<file path="src/rtl/cnt169_pkg.sv">
// Shared definitions for the SN74169 counter driver: command op-codes,
// controller states and the counting-direction polarity on U_DB.
package cnt169_pkg;

  typedef enum logic [1:0] {
    OP_LOAD    = 2'b00,
    OP_SEEK    = 2'b01,
    OP_STEP_UP = 2'b10,
    OP_STEP_DN = 2'b11
  } op_e;

  typedef enum logic [1:0] {
    ST_IDLE,
    ST_LOAD,
    ST_RUN,
    ST_CHECK
  } state_e;

  localparam logic DIR_UP = 1'b1;
  localparam logic DIR_DN = 1'b0;

endpackage

</file>
<file path="src/rtl/cnt169_plan.sv">
// Combinational command planner: turns an op, its argument and the current
// counter value into direction, step count, expected result and wrap flag.
module cnt169_plan
  import cnt169_pkg::*;
(
  input  logic [1:0] OP,
  input  logic [3:0] ARG,
  input  logic [3:0] Q0,
  output logic       DIR,
  output logic [3:0] N,
  output logic [3:0] EXP,
  output logic       WRAP_NEXT
);

  logic [3:0] w_dist;
  logic [4:0] w_up_sum;

  assign w_dist   = ARG - Q0;
  assign w_up_sum = {1'b0, Q0} + {1'b0, N};

  always_comb begin
    DIR = DIR_UP;
    N   = '0;
    EXP = ARG;
    unique case (op_e'(OP))
      OP_LOAD: begin
        N = '0;
      end
      OP_STEP_UP: begin
        N   = ARG;
        EXP = Q0 + ARG;
      end
      OP_STEP_DN: begin
        DIR = DIR_DN;
        N   = ARG;
        EXP = Q0 - ARG;
      end
      OP_SEEK: begin
        // Shortest path round the ring; a distance of exactly 8 goes up.
        if (w_dist == 4'd0) begin
          N = '0;
        end else if (w_dist <= 4'd8) begin
          N = w_dist;
        end else begin
          DIR = DIR_DN;
          N   = 4'd0 - w_dist;
        end
      end
    endcase
  end

  // With N = 0 neither branch can flag a wrap, so LOAD needs no special case.
  assign WRAP_NEXT = (DIR == DIR_UP) ? w_up_sum[4] : (N > Q0);

endmodule

</file>
<file path="src/rtl/cnt169_driver.sv">
// Command-driven controller for an SN74169-style 4-bit up/down counter:
// issues load/count pulses on the counter pins and verifies Q afterwards.
module cnt169_driver
  import cnt169_pkg::*;
(
  input  logic       CLK,
  input  logic       RST,
  input  logic       CMD_VALID,
  output logic       CMD_READY,
  input  logic [1:0] CMD_OP,
  input  logic [3:0] CMD_ARG,
  input  logic [3:0] Q_IN,
  output logic [3:0] A,
  output logic       LOADB,
  output logic       ENPB,
  output logic       ENTB,
  output logic       U_DB,
  output logic       DONE,
  output logic       ERR,
  output logic       WRAP
);

  state_e     r_state;
  state_e     w_state_next;
  logic [3:0] r_steps;
  logic [3:0] r_exp;
  logic       r_wrap_next;
  logic [3:0] r_a;
  logic       r_loadb;
  logic       r_enpb;
  logic       r_entb;
  logic       r_udb;
  logic       r_done;
  logic       r_err;
  logic       r_wrap;

  logic       w_accept;
  logic       w_dir;
  logic [3:0] w_n;
  logic [3:0] w_exp;
  logic       w_wrap_next;

  assign CMD_READY = (r_state == ST_IDLE);
  assign w_accept  = CMD_VALID && CMD_READY;

  cnt169_plan u_plan (
    .OP        (CMD_OP),
    .ARG       (CMD_ARG),
    .Q0        (Q_IN),
    .DIR       (w_dir),
    .N         (w_n),
    .EXP       (w_exp),
    .WRAP_NEXT (w_wrap_next)
  );

  always_comb begin
    w_state_next = r_state;
    unique case (r_state)
      ST_IDLE: begin
        if (w_accept) begin
          if (op_e'(CMD_OP) == OP_LOAD) w_state_next = ST_LOAD;
          else if (w_n != 4'd0)         w_state_next = ST_RUN;
          else                          w_state_next = ST_CHECK;
        end
      end
      ST_LOAD:  w_state_next = ST_CHECK;
      ST_RUN:   if (r_steps == 4'd1) w_state_next = ST_CHECK;
      ST_CHECK: w_state_next = ST_IDLE;
    endcase
  end

  // Pin registers are loaded from the next state so they line up with it.
  always_ff @(posedge CLK) begin
    if (RST) begin
      r_state     <= ST_IDLE;
      r_steps     <= '0;
      r_exp       <= '0;
      r_wrap_next <= 1'b0;
      r_a         <= '0;
      r_loadb     <= 1'b1;
      r_enpb      <= 1'b1;
      r_entb      <= 1'b1;
      r_udb       <= 1'b1;
      r_done      <= 1'b0;
      r_err       <= 1'b0;
      r_wrap      <= 1'b0;
    end else begin
      r_state <= w_state_next;
      if (w_accept) begin
        r_steps     <= w_n;
        r_exp       <= w_exp;
        r_wrap_next <= w_wrap_next;
      end else if (r_state == ST_RUN) begin
        r_steps <= r_steps - 4'd1;
      end
      r_loadb <= (w_state_next != ST_LOAD);
      r_enpb  <= (w_state_next != ST_RUN);
      r_entb  <= (w_state_next != ST_RUN);
      if (w_accept && w_state_next == ST_LOAD) r_a   <= CMD_ARG;
      if (w_accept && w_state_next == ST_RUN)  r_udb <= w_dir;
      r_done <= (r_state == ST_CHECK);
      if (r_state == ST_CHECK) begin
        r_err  <= (Q_IN != r_exp);
        r_wrap <= r_wrap_next;
      end
    end
  end

  assign A     = r_a;
  assign LOADB = r_loadb;
  assign ENPB  = r_enpb;
  assign ENTB  = r_entb;
  assign U_DB  = r_udb;
  assign DONE  = r_done;
  assign ERR   = r_err;
  assign WRAP  = r_wrap;

endmodule

</file>
<file path="config.mk">
export PLATFORM = sky130hd
export DESIGN_NAME = cnt169_driver
export DESIGN_NICKNAME = d
export VERILOG_FILES = /design/src/rtl/cnt169_pkg.sv /design/src/rtl/cnt169_plan.sv /design/src/rtl/cnt169_driver.sv
export SDC_FILE = /design/constraint.sdc
export NUM_CORES = 1
export LEC_CHECK = 0
export BUFFER_PORTS_ARGS = -buffer_cell sky130_fd_sc_hd__buf_2
export CAP_MARGIN = 30
export CORE_MARGIN = 3
export CORE_UTILIZATION = 55
export CTS_BUF_LIST = sky130_fd_sc_hd__clkbuf_16
export DETAILED_ROUTE_END_ITERATION = 6
export GPL_ROUTABILITY_DRIVEN = 0
export PLACE_DENSITY = 0.73
export SETUP_SLACK_MARGIN = 0.15
export SYNTH_ARGS = -nofsm -noshare
export SYNTH_HDL_FRONTEND = slang
export SYNTH_SLANG_ARGS = --single-unit
export TNS_END_PERCENT = 1
</file>
<file path="constraint.sdc">
create_clock -name CLK -period 3.5 [get_ports CLK]
set_clock_uncertainty 0.05 [all_clocks]
set_input_delay 0.35 -clock CLK [delete_from_list [all_inputs] [get_ports CLK]]
set_output_delay 0.35 -clock CLK [all_outputs]
set_load 0.005 [all_outputs]
</file>
After elaboration in Yosys (flattened, before gate mapping)
Index checks and enable logic that the tools add are counted.
- shift operators: 0
- bitwise logic cells: 0
- multiplexer cells: 15
- $add $sub $neg: 6
- div/mod/pow operators: 0
- multipliers: 0
- order comparisons: 2
- equality and inequality tests: 12
- reductions and logical operators: 9
- operators by type and width (cell ; number):
    2-to-1 mux 4 bit ; 4
    one-hot mux 4 bit (3 select lines) ; 1
    == test 2 bit (second input constant) ; 5
    one-hot mux 2 bit (4 select lines) ; 1
    one-hot mux 4 bit (2 select lines) ; 1
    subtractor 4 bit ; 2
    == test 2 x 1 -> 1 bit (second input constant) ; 3
    2-to-1 mux 2 bit ; 3
    adder 4 x 4 -> 5 bit ; 1
    adder 4 bit ; 1
    == test 4 x 1 -> 1 bit (second input constant) ; 1
    > comparator 4 bit ; 1
    <= comparator 4 bit (second input constant) ; 1
    logical NOT 2 bit ; 2
    logical NOT 4 bit ; 1
    2-to-1 mux 1 bit ; 4
    != test 4 bit ; 1
    nonzero test 4 bit ; 1
    subtractor 1 x 4 -> 4 bit (first input constant) ; 1
    subtractor 4 x 1 -> 4 bit (second input constant) ; 1
    logical AND 1 bit ; 3
    != test 2 x 1 -> 1 bit (second input constant) ; 1
    != test 2 bit (second input constant) ; 1
    one-hot mux 1 bit (2 select lines) ; 1
    2 further kinds ; 2
- memories kept: 0
- latch bits: 0
- bits in read-only memories: 0
- register bits after elaboration: 21
- memory bits (writable): 0
- logic and storage cells: 55

Longest topological paths before layout
Gate-level depths: netlist of run 1.
- depth after elaboration: 12
- mapped depth: 17
- depth with buffers taken out: 17

Modules after synthesis
From an unflattened synthesis of run 1, not the netlist that was laid out.
- cell total of the unflattened synthesis: 211
- area, all modules: 1736.7 µm²
- modules (own cells, without submodules) (module ; area each (µm²) ; seq. area each (µm²) ; instances ; cells an instance):
    cnt169_driver ; 1017.2 ; 420.4 ; 1 ; 116
    cnt169_plan ; 719.4 ; 0.0 ; 1 ; 95

Worst setup path after synthesis of run 1
Ideal clock, no wire load.
- kind: in2reg
- start: in CMD_ARG[0]
- end: reg r_wrap_next
- buffers on the path: 0
- stages: 17
- path slack: 273 ps
- data arrival time: 3076 ps
- setup time: 101 ps
- cells stage by stage: inv_1 > ha_1 > inv_1 > fa_1 > inv_1 > ha_1 > nand2_1 > mux2_2 > a31oi_1 > nand2_1 > ha_1 > inv_1 > o21bai_1 > a21oi_1 > o21bai_1 > a21oi_1 > o41ai_1
- cells in the longest elaborated chain, start to end: 7
- elaborated cells between the ends (all ways): 13
- RTL lines (item ; line ; text):
    start, declared ; cnt169_driver.sv:11 ; input logic [3:0] CMD_ARG,
    subtractor 4 bit ; cnt169_plan.sv:18 ; assign w_dist = ARG - Q0;
    subtractor 1 x 4 -> 4 bit or <= comparator 4 bit (tied branches) ; cnt169_plan.sv:46, cnt169_plan.sv:42 ;
    2-to-1 mux 4 bit ; cnt169_plan.sv:42 ; end else if (w_dist <= 4'd8) begin
    2-to-1 mux 4 bit ; cnt169_plan.sv:40 ; if (w_dist == 4'd0) begin
    one-hot mux 4 bit (3 select lines) ; cnt169_plan.sv:25 ; unique case (op_e'(OP))
    adder 4 x 4 -> 5 bit or > comparator 4 bit (tied branches) ; cnt169_plan.sv:19, cnt169_plan.sv:53 ;
    2-to-1 mux 1 bit (*) ; cnt169_plan.sv:53 ; assign WRAP_NEXT = (DIR == DIR_UP) ? w_up_sum[4] : (N > Q0);
    end signal, assigned ; cnt169_driver.sv:92 ; r_wrap_next <= w_wrap_next;
    end, declared ; cnt169_driver.sv:27 ; logic r_wrap_next;
Every way passes the cells marked *; elsewhere a longest branch is shown, timed or not.
A chain may end at the register's enable or synchronous reset.

Worst setup path after layout of run 1
Ends and elaborated chain as after synthesis.

==> results of run 1 <==
power groups by stage:
stage / Clock, mW / Sequential (mW) / Combinational [mW]
6_report: 0.239 / 0.310 / 0.361
5_1_grt: 0.251 / 0.316 / 0.412
4_1_cts: 0.241 / 0.311 / 0.353
3_5_place_dp: 0 / 0.315 / 0.348
3_3_place_gp: 0 / 0.312 / 0.333
2_1_floorplan: 0 / 0.309 / 0.266
layout make-up:
cell class / instances / area [um^2]
sequential: 21 / 420.4
clock buffer: 3 / 75.07
tap: 31 / 38.79
clock inverter: 1 / 5.005
timing repair buffer: 27 / 142.6
multi-input combinational: 152 / 1201
fill: 219 / 905.9
inverter: 17 / 63.81
cells in the mapped netlist (all sizes together) (2+ instances only):
cell,number
ha,22
dfxtp,21
nor2,21
inv,17
a21oi,13
nand2,13
mux2i,11
a211oi,8
xor2,8
nor3,6
xnor2,6
buf,5
clkbuf,5
o21ai,5
nand2b,3
nor2b,3
o211ai,3
o21bai,3
a21o,2
and3b,2
fa,2
nand3,2
o21a,2
or3,2
registers in the layout, indices dropped and copies added, names as in the netlist, 2 cells and up:
signal   flops
A            4
r_exp        4
r_steps      4
r_state      2
routing by layer:
layer,vias up,GRT usage,share of wire
met1,670,0.2801,0.45
li1,735,-,-
met2,44,0.3916,0.49
met5,-,0,0
met3,6,0.04612,0.055
met4,0,0.05152,0.012
kinds of logic after synthesis:
family / after synthesis
AO/OA/AOI/OAI: 43
XOR/XNOR: 14
adder cells (fa/ha/maj): 24
buffers and inverters: 27
flip-flops: 21
multiplexers: 12
AND/OR/NAND/NOR: 59
worst min path at each step:
stage                           start           to  slack, ps  depth (start not counted)
after CTS                         RST         WRAP        430                          2
after detailed placement  r_wrap_next  r_wrap_next        430                          2
after global routing       CMD_ARG[2]         A[2]        460                          3
final                             RST         A[0]        430                          2
after floorplan           r_wrap_next  r_wrap_next        390                          2
after global placement           WRAP         WRAP        420                          2
repair_timing:
| item | 4_1_cts | 5_1_grt |
|---|---|---|
| setup buffers | 0 | 0 |
| endpoints found under the setup margin | 0 | 1 |
| gates resized for setup | 0 | 5 |
| endpoints found under the hold margin | 0 | 0 |
==> impl_metrics.env, run 1 <==
export IMPL_fin_util=0.6825
export IMPL_synthMuxAreaShare=0.07159
export IMPL_overflow=0
export IMPL_synth_cell_types=46
export IMPL_drcViolationCount=0
export IMPL_final_common_cell="buf_2"
export IMPL_yosysSeqAreaShare=0.2480
export IMPL_drv_slew=0
export IMPL_p_leak_nw=0.9041
export IMPL_fp_coreArea_um2=2853
export IMPL_min_period_ps=3120
export IMPL_netlist_instances=200
export IMPL_cp_start_kind="input pin"
export IMPL_track_usage=0.2236
export IMPL_tns_ps=0
export IMPL_worst_pin_slew_ps=630.3
export IMPL_maxCapViolCount=0
export IMPL_endpoint="r_wrap_next"
export IMPL_via_per_inst=5.774
export IMPL_synth_compound_area_frac=0.1801
export IMPL_grt_max_degree=22
export IMPL_wl_per_cell_um=14.92
export IMPL_yosysTopAreaCell="dfxtp_1"
export IMPL_synth_top_cell_area_share=0.2480
export IMPL_clock_latency_ps=250
export IMPL_cp_depth=18
export IMPL_row_count=19
export IMPL_p_sw_mw=0.3169
export IMPL_critPathMaxStageDelay_ps=500
export IMPL_critical_path_top_delay_family="adder cells"
export IMPL_ios=25
export IMPL_synth_avg_cell_area_um2=8.477
export IMPL_hold_class="in2reg"
export IMPL_switching_share=0.3483
export IMPL_final_cell_mix="buf_2 (24), dfxtp_1 (21), nor2_1 (21), ha_1 (21), inv_1 (17)"
export IMPL_reg2regPathDepth=6
export IMPL_fin_ws_ps=379.9
export IMPL_antenna_found_initial=0
export IMPL_yosys_register_bits=21
export IMPL_synthToLayoutAreaGrowth_pct=14.83
export IMPL_cts_buffers=3
export IMPL_die_w_um=61.52
export IMPL_cp_end_kind="register"
export IMPL_power_frac_clock=0.262
export IMPL_hold_slack_ps=432.2
export IMPL_fin_crit_sh=0.8915
export IMPL_internal_power_mw=0.5929
export IMPL_synth_xor_area_frac=0.07232
export IMPL_synthesis_nets=237
export IMPL_crit_required_ps=3600
export IMPL_start_util=0.5943
export IMPL_n_antenna_cell=0
export IMPL_vias=1455
export IMPL_first_pass_iters=4
export IMPL_critPathMostFrequentCell="inv_1"
export IMPL_cts_num_sinks=21
export IMPL_grt_pass1_wl_um=6279
export IMPL_htreeDepth=1
export IMPL_synth_top_family_by_area="adder cells"
export IMPL_reg2reg_from="r_state[0]"
export IMPL_p_per_area_nw_per_um2=467.3
export IMPL_die_height_um=61.52
export IMPL_crit_slowest_cell="fa_1"
export IMPL_cts_hold_buf=0
export IMPL_combPwrFrac=0.397
export IMPL_pwr_share_seq=0.341
export IMPL_antenna_left=0
export IMPL_post_place_ws_ps=92.72
export IMPL_power_mw=0.9098
export IMPL_peakVddDrop_mv=0.3769
export IMPL_final_cell_count_no_fill=252
export IMPL_dp_hpwl_um=3018
export IMPL_synth_simple_gate_area_share=0.1779
export IMPL_final_cell_area_um2=1947
export IMPL_port_buffers=24
export IMPL_async_reset_ff_frac=0
export IMPL_nets=259
export IMPL_hold_viol=0
export IMPL_path_clk_slew_ps=60
export IMPL_ys_top_cells_by_area="dfxtp_1 (25%), ha_1 (16%), mux2i_1 (6.5%), nor2_1 (4.6%), xor2_1 (4.1%)"
export IMPL_crit_start="CMD_ARG[0]"
export IMPL_fmaxAchievable_mhz=320.5
export IMPL_slew_headroom=0.5766
export IMPL_grt_setup_unrepaired="no"
export IMPL_clock_path_buffers=2
export IMPL_synthAdderAreaFrac=0.1860
export IMPL_clockRootBuffer="clkbuf_16"
export IMPL_synth_edf_count=0
export IMPL_yosys_warnings=0
export IMPL_arrival_ps=3220
export IMPL_drtIter0Drc=44
export IMPL_dpl_cell_area_um2=1832
export IMPL_routed_wl_um=3761
export IMPL_final_layout_size_suffix_gt1_frac=0.1900
export IMPL_cp_num_buf_inv=5
export IMPL_crit_chain="buf_2 -> inv_1 -> ha_1 -> inv_1 -> fa_1 -> inv_1 -> ha_1 -> nand2_1 -> mux2_2 -> a31oi_4 -> nand2_2 -> ha_4 -> inv_1 -> o21bai_1 -> a21oi_1 -> o21bai_1 -> a21oi_1 -> o41ai_1"
export IMPL_rrSetupSlack_ps=1420
export IMPL_setup_violations=0
export IMPL_synth_flop_cell="dfxtp_1"
export IMPL_outcome="complete, no violations"
export IMPL_grt_pass1_vias=1416
export IMPL_path_class="in2reg"
export IMPL_dp_cells=248
export IMPL_crit_path_max_fanout=3
export IMPL_die_area_um2=3785
export IMPL_r2r_end="A[1]"
export IMPL_synth_area_um2=1695
export IMPL_cts_tree="done"
(Power assumes the default switching activity.)
==> run 2, diff against run 1 <==
Settings changed: CTS_BUF_LIST sky130_fd_sc_hd__clkbuf_16 to sky130_fd_sc_hd__clkbuf_4, SYNTH_HIERARCHICAL from default to 1, TNS_END_PERCENT 1 to default.
==> run 2 against run 1 <==
Against the previous run:
- core utilization shrank 0.43 points
- critical path depth down 2
- highest routed layer unchanged
- cell count rose by 11%
- die area is 2.2% higher
- critical path type unchanged
- clock power decreased by 48%
- via count is 12% higher
- largest cell class unchanged
- non-clock buffer count increased by 1
- sequential power grew 7.7%
==> impl_metrics.env, run 2 <==
export IMPL_synth_top_family_by_area="simple AND/OR/NAND/NOR gates"
export IMPL_drtIter0Drc=140
export IMPL_synthesis_nets=246
export IMPL_yosysTopAreaCell="dfxtp_1"
export IMPL_synthAdderAreaFrac=0.1671
export IMPL_ys_top_cells_by_area="dfxtp_1 (24%), ha_1 (14%), xnor2_1 (5.0%), nand2_1 (5.0%), a21oi_1 (4.9%)"
export IMPL_cts_buffers=3
export IMPL_synthMuxAreaShare=0.02882
export IMPL_setup_violations=0
export IMPL_synth_cell_types=49
export IMPL_synth_edf_count=0
export IMPL_combPwrFrac=0.501
export IMPL_final_common_cell="buf_2"
export IMPL_overflow=0
export IMPL_reg2regPathDepth=6
export IMPL_p_leak_nw=0.8585
export IMPL_cts_num_sinks=21
export IMPL_fin_crit_sh=0.9157
export IMPL_antenna_left=0
export IMPL_n_antenna_cell=0
export IMPL_port_buffers=24
export IMPL_drv_slew=0
export IMPL_nets=273
export IMPL_start_util=0.6037
export IMPL_yosysSeqAreaShare=0.2421
export IMPL_grt_pass1_wl_um=6900
export IMPL_yosys_warnings=6
export IMPL_rrSetupSlack_ps=1500
export IMPL_synthToLayoutAreaGrowth_pct=12.32
export IMPL_synth_compound_area_frac=0.2024
export IMPL_pwr_share_seq=0.363
export IMPL_first_pass_iters=5
export IMPL_cp_start_kind="input pin"
export IMPL_use_met3=0.04144
export IMPL_fp_coreArea_um2=2877
export IMPL_synth_xor_area_frac=0.09510
export IMPL_path_clk_slew_ps=110
export IMPL_dp_hpwl_um=3173
export IMPL_cts_resized=0
export IMPL_via_per_inst=5.842
export IMPL_htreeDepth=1
export IMPL_crit_path_max_fanout=5
export IMPL_synth_flop_cell="dfxtp_1"
export IMPL_async_reset_ff_frac=0
export IMPL_final_layout_size_suffix_gt1_frac=0.1857
export IMPL_synth_area_um2=1737
export IMPL_crit_required_ps=3710
export IMPL_reg2reg_from="r_state[0]"
export IMPL_slew_headroom=0.6816
export IMPL_cp_end_kind="register"
export IMPL_die_w_um=62.19
export IMPL_arrival_ps=3410
export IMPL_p_sw_mw=0.3749
export IMPL_yosys_register_bits=21
export IMPL_clock_path_buffers=2
export IMPL_p_per_area_nw_per_um2=471.7
export IMPL_worst_pin_slew_ps=476.8
export IMPL_die_height_um=62.19
export IMPL_use_met2=0.3481
export IMPL_hold_viol=0
export IMPL_power_frac_clock=0.136
export IMPL_cts_tree="done"
export IMPL_synth_most_common_cell="nand2_1"
export IMPL_cts_hold_buf=0
export IMPL_row_count=19
export IMPL_clockRootBuffer="clkbuf_4"
export IMPL_netlist_instances=211
export IMPL_synth_common_cells="nand2_1 (23), dfxtp_1 (21), ha_1 (20)"
export IMPL_maxCapViolCount=0
export IMPL_fmaxAchievable_mhz=312.0
export IMPL_path_class="in2reg"
export IMPL_min_path_cells=3
export IMPL_ios=25
export IMPL_vias=1630
export IMPL_antenna_found_initial=0
export IMPL_holdPathEnd="A[0]"
export IMPL_r2r_end="LOADB"
export IMPL_min_period_ps=3205
export IMPL_grt_busiest_layer="met2"
export IMPL_hold_class="in2reg"
export IMPL_synth_top_cell_area_share=0.2421
export IMPL_peakVddDrop_mv=0.3551
export IMPL_tns_ps=0
export IMPL_clock_latency_ps=310
export IMPL_cts_setup_buffers=0
export IMPL_grt_pass1_vias=1501
export IMPL_synth_avg_cell_area_um2=8.231
export IMPL_track_usage=0.2156
export IMPL_routed_wl_um=4065
export IMPL_grt_max_degree=22
export IMPL_drcViolationCount=0
export IMPL_switching_share=0.4075
export IMPL_fin_util=0.6781
export IMPL_wl_per_cell_um=14.57
export IMPL_outcome="complete, no violations"
export IMPL_hold_start="CMD_ARG[0]"
export IMPL_final_cell_mix="buf_2 (24), nand2_1 (23), dfxtp_1 (21)"
export IMPL_synth_simple_gate_area_share=0.2118
export IMPL_die_area_um2=3868
export IMPL_grt_setup_unrepaired="no"
export IMPL_internal_power_mw=0.5451
export IMPL_grtUsageMet1=0.2849
[run 2: cells by family after synthesis]
logic type | count (synthesis)
adders and majority gates | 22
muxes | 5
DFF | 21
xor gates and xnor gates | 18
and+or+nand+nor | 71
AOI/OAI and AO/OA | 51
buffers and inverters | 23
[run 2: worst max-delay path by stage]
stage	cells past startpoint	start	slack [ps]	endpoint
floorplan	16	CMD_ARG[0]	280	r_wrap_next
global placement	17	CMD_ARG[0]	70	r_wrap_next
detailed placement	17	CMD_ARG[0]	-100	r_wrap_next
CTS	17	CMD_ARG[0]	240	r_wrap_next
global route	16	CMD_ARG[0]	160	r_wrap_next
finish	16	CMD_ARG[0]	300	r_wrap_next
[run 2: area by class of cell]
class / count / area, um^2
fillers: 254 / 925.9
clock buffers: 4 / 30.03
repair buffers: 28 / 150.1
flip-flops and latches: 21 / 420.4
multi-input cells: 167 / 1234
inverters: 17 / 63.81
well taps: 42 / 52.55
[run 2: per-layer routing]
metal | up-vias | part of all wire
li1 | 796 | -
met1 | 760 | 0.46
met2 | 67 | 0.47
met3 | 7 | 0.059
met4 | 0 | 0.015
met5 | - | 0
[run 2: power by group through the flow]
stage | clock (mW) | sequential [mW] | combinational [mW]
CTS | 0.127 | 0.334 | 0.455
global route | 0.139 | 0.340 | 0.517
finish | 0.125 | 0.334 | 0.461
global placement | 0 | 0.335 | 0.439
detailed placement | 0 | 0.339 | 0.451
floorplan | 0 | 0.331 | 0.346
[run 2: worst max-delay path, cell delays in order]
cell,delay [ps]
buf_2,120
inv_1,70
ha_1,230
fa_1,550
ha_2,240
nand2_1,90
and2_1,170
a22oi_1,190
o21ai_1,110
ha_1,310
a21oi_1,90
a41oi_1,220
o21ai_0,150
a311oi_2,300
nand2_1,80
a21oi_1,120
[run 2: through the flow]
step                hold slack (ps)  instances  power [mW]  worst slack [ps]  cell area [um^2]
finish                        347.0        279      0.9201             295.1              1951
detailed placement            415.2        275      0.7894            -101.6              1912
CTS                           342.7        279      0.9156             242.3              1942
global route                  334.6        279      0.9954             163.9              1951
global placement              405.7        275      0.7747             69.05              1912
floorplan                     386.0        211      0.6768             283.4              1737
==> run 3, diff against run 2 <==
Settings changed: CORE_ASPECT_RATIO from default to 1.25.
==> run 3 against run 2 <==
Against the previous run:
- critical path depth increased by 1
- critical path type unchanged
- clock power about the same
- cell area is 0.13% lower
- total power up 0.25%
- cell count down 1.8%
- critical endpoint unchanged
- global-route usage is 0.97 points higher
==> impl_metrics.env, run 3 (same netlist as run 2, synthesis figures left out) <==
export IMPL_tns_ps=0
export IMPL_endpoint="r_wrap_next"
export IMPL_row_count=22
export IMPL_fp_coreArea_um2=2973
export IMPL_cts_num_sinks=21
export IMPL_grt_pass1_vias=1569
export IMPL_p_sw_mw=0.3844
export IMPL_outcome="complete, no violations"
export IMPL_slew_headroom=0.6863
export IMPL_cts_tree="done"
export IMPL_nets=274
export IMPL_cts_buffers=3
export IMPL_path_class="in2reg"
export IMPL_via_per_inst=5.818
export IMPL_setup_violations=0
export IMPL_drcViolationCount=0
export IMPL_fillCellCount=261
export IMPL_synthToLayoutAreaGrowth_pct=12.18
export IMPL_wl_per_cell_um=14.85
export IMPL_cp_end_kind="register"
export IMPL_reg2regPathDepth=6
export IMPL_power_mw=0.9224
export IMPL_hold_class="in2reg"
export IMPL_power_frac_clock=0.133
export IMPL_switching_share=0.4167
export IMPL_cts_resized=0
export IMPL_drtIter0Drc=48
export IMPL_die_area_um2=3872
export IMPL_arrival_ps=3280
export IMPL_grt_pass1_wl_um=6844
export IMPL_cts_hold_buf=0
export IMPL_antenna_found_initial=0
export IMPL_n_antenna_cell=0
export IMPL_port_buffers=24
export IMPL_grt_max_degree=22
export IMPL_r2r_end="LOADB"
export IMPL_cts_setup_buffers=0
export IMPL_fin_crit_sh=0.8946
export IMPL_reg2reg_from="r_state[0]"
export IMPL_multi_input_area_um2=1234
export IMPL_first_pass_iters=4
export IMPL_peakVddDrop_mv=0.3101
export IMPL_cp_start_kind="input pin"
export IMPL_clock_path_buffers=2
export IMPL_p_leak_nw=0.8632
export IMPL_maxCapViolCount=0
export IMPL_clockRootBuffer="clkbuf_4"
export IMPL_final_common_cell="buf_2"
export IMPL_final_layout_size_suffix_gt1_frac=0.1891
export IMPL_internal_power_mw=0.5380
export IMPL_seq_area_um2=420.4
export IMPL_combPwrFrac=0.507
export IMPL_vias=1594
export IMPL_routed_wl_um=4068
export IMPL_dpl_cell_area_um2=1912
export IMPL_hold_viol=0
export IMPL_crit_required_ps=3650
export IMPL_pwr_share_seq=0.360
export IMPL_fmaxAchievable_mhz=319.4
export IMPL_drv_slew=0
export IMPL_overflow=0
export IMPL_grt_setup_unrepaired="no"
export IMPL_clock_latency_ps=320
export IMPL_p_per_area_nw_per_um2=473.5
export IMPL_dp_hpwl_um=3237
export IMPL_rrSetupSlack_ps=1440
export IMPL_track_usage=0.2253
export IMPL_path_clk_slew_ps=130
export IMPL_min_period_ps=3131
export IMPL_crit_path_max_fanout=5
export IMPL_final_cell_mix="buf_2 (24), nand2_1 (23), dfxtp_1 (21)"
export IMPL_crit_start="CMD_ARG[0]"
export IMPL_die_height_um=68.83
export IMPL_antenna_left=0
export IMPL_final_cell_area_um2=1948
export IMPL_start_util=0.5842
export IMPL_worst_pin_slew_ps=469.3
export IMPL_ios=25
export IMPL_htreeDepth=1
export IMPL_die_w_um=56.26
-- run 3: cell types whose count changed in the layout (fill, tap and decap cells not counted), sizes merged --
cell,delta
buf,+1
clkinv,+1
clkbuf,-1
-- run 3: how the worst min path moves through the flow --
| stage | startpoint | endpoint | slack, ps | cells past startpoint |
|---|---|---|---|---|
| after detailed placement | r_exp[3] | r_exp[3] | 410 | 2 |
| after CTS | CMD_ARG[3] | A[3] | 330 | 3 |
| after global routing | CMD_ARG[3] | A[3] | 340 | 3 |
| after global placement | r_exp[0] | r_exp[0] | 410 | 2 |
| after floorplan | r_wrap_next | r_wrap_next | 390 | 2 |
| final | CMD_ARG[3] | A[3] | 330 | 3 |
-- run 3: power by group through the flow --
stage               Sequential (mW)  Clock [mW]  Combinational [mW]
detailed placement            0.339           0               0.459
global route                  0.339       0.131               0.531
finish                        0.332       0.122               0.467
floorplan                     0.331           0               0.346
global placement              0.335           0               0.439
CTS                           0.333       0.122               0.463
-- run 3: per-stage QoR --
step	hold slack [ps]	util	cells	worst slack, ps
2_1_floorplan	386.0	-	211	283.4
3_3_place_gp	406.7	0.6431	270	73.24
3_5_place_dp	413.8	0.6431	270	-76.48
4_1_cts	328.1	0.6524	274	268.6
5_1_grt	336.5	0.6553	274	182.5
6_report	327.7	0.6553	274	368.8
-- run 3: metal layers --
layer,up-vias,GRT usage,part of all wire
li1,806,-,-
met1,739,0.2328,0.40
met2,36,0.4415,0.52
met3,13,0.03166,0.037
met4,0,0.1217,0.040
met5,-,0,0
-- run 3: critical path, cell delays in order --
cell	delay, ps
buf_2	80
inv_1	60
ha_1	230
fa_1	540
ha_2	240
nand2_1	90
and2_1	170
a22oi_1	180
o21ai_1	130
ha_1	330
inv_1	60
a21oi_1	120
nor2_1	70
a2111oi_2	380
a311oi_2	80
nand2_1	80
a21oi_1	60
-- run 3: layout make-up --
cell class | count | share of cell area
clock buffers | 3 | 0.01156
clock inverters | 1 | 0.002569
inverters | 17 | 0.03276
multi-input cells | 167 | 0.6333
flip-flops and latches | 21 | 0.2158
well taps | 36 | 0.02312
repair buffers | 29 | 0.08092
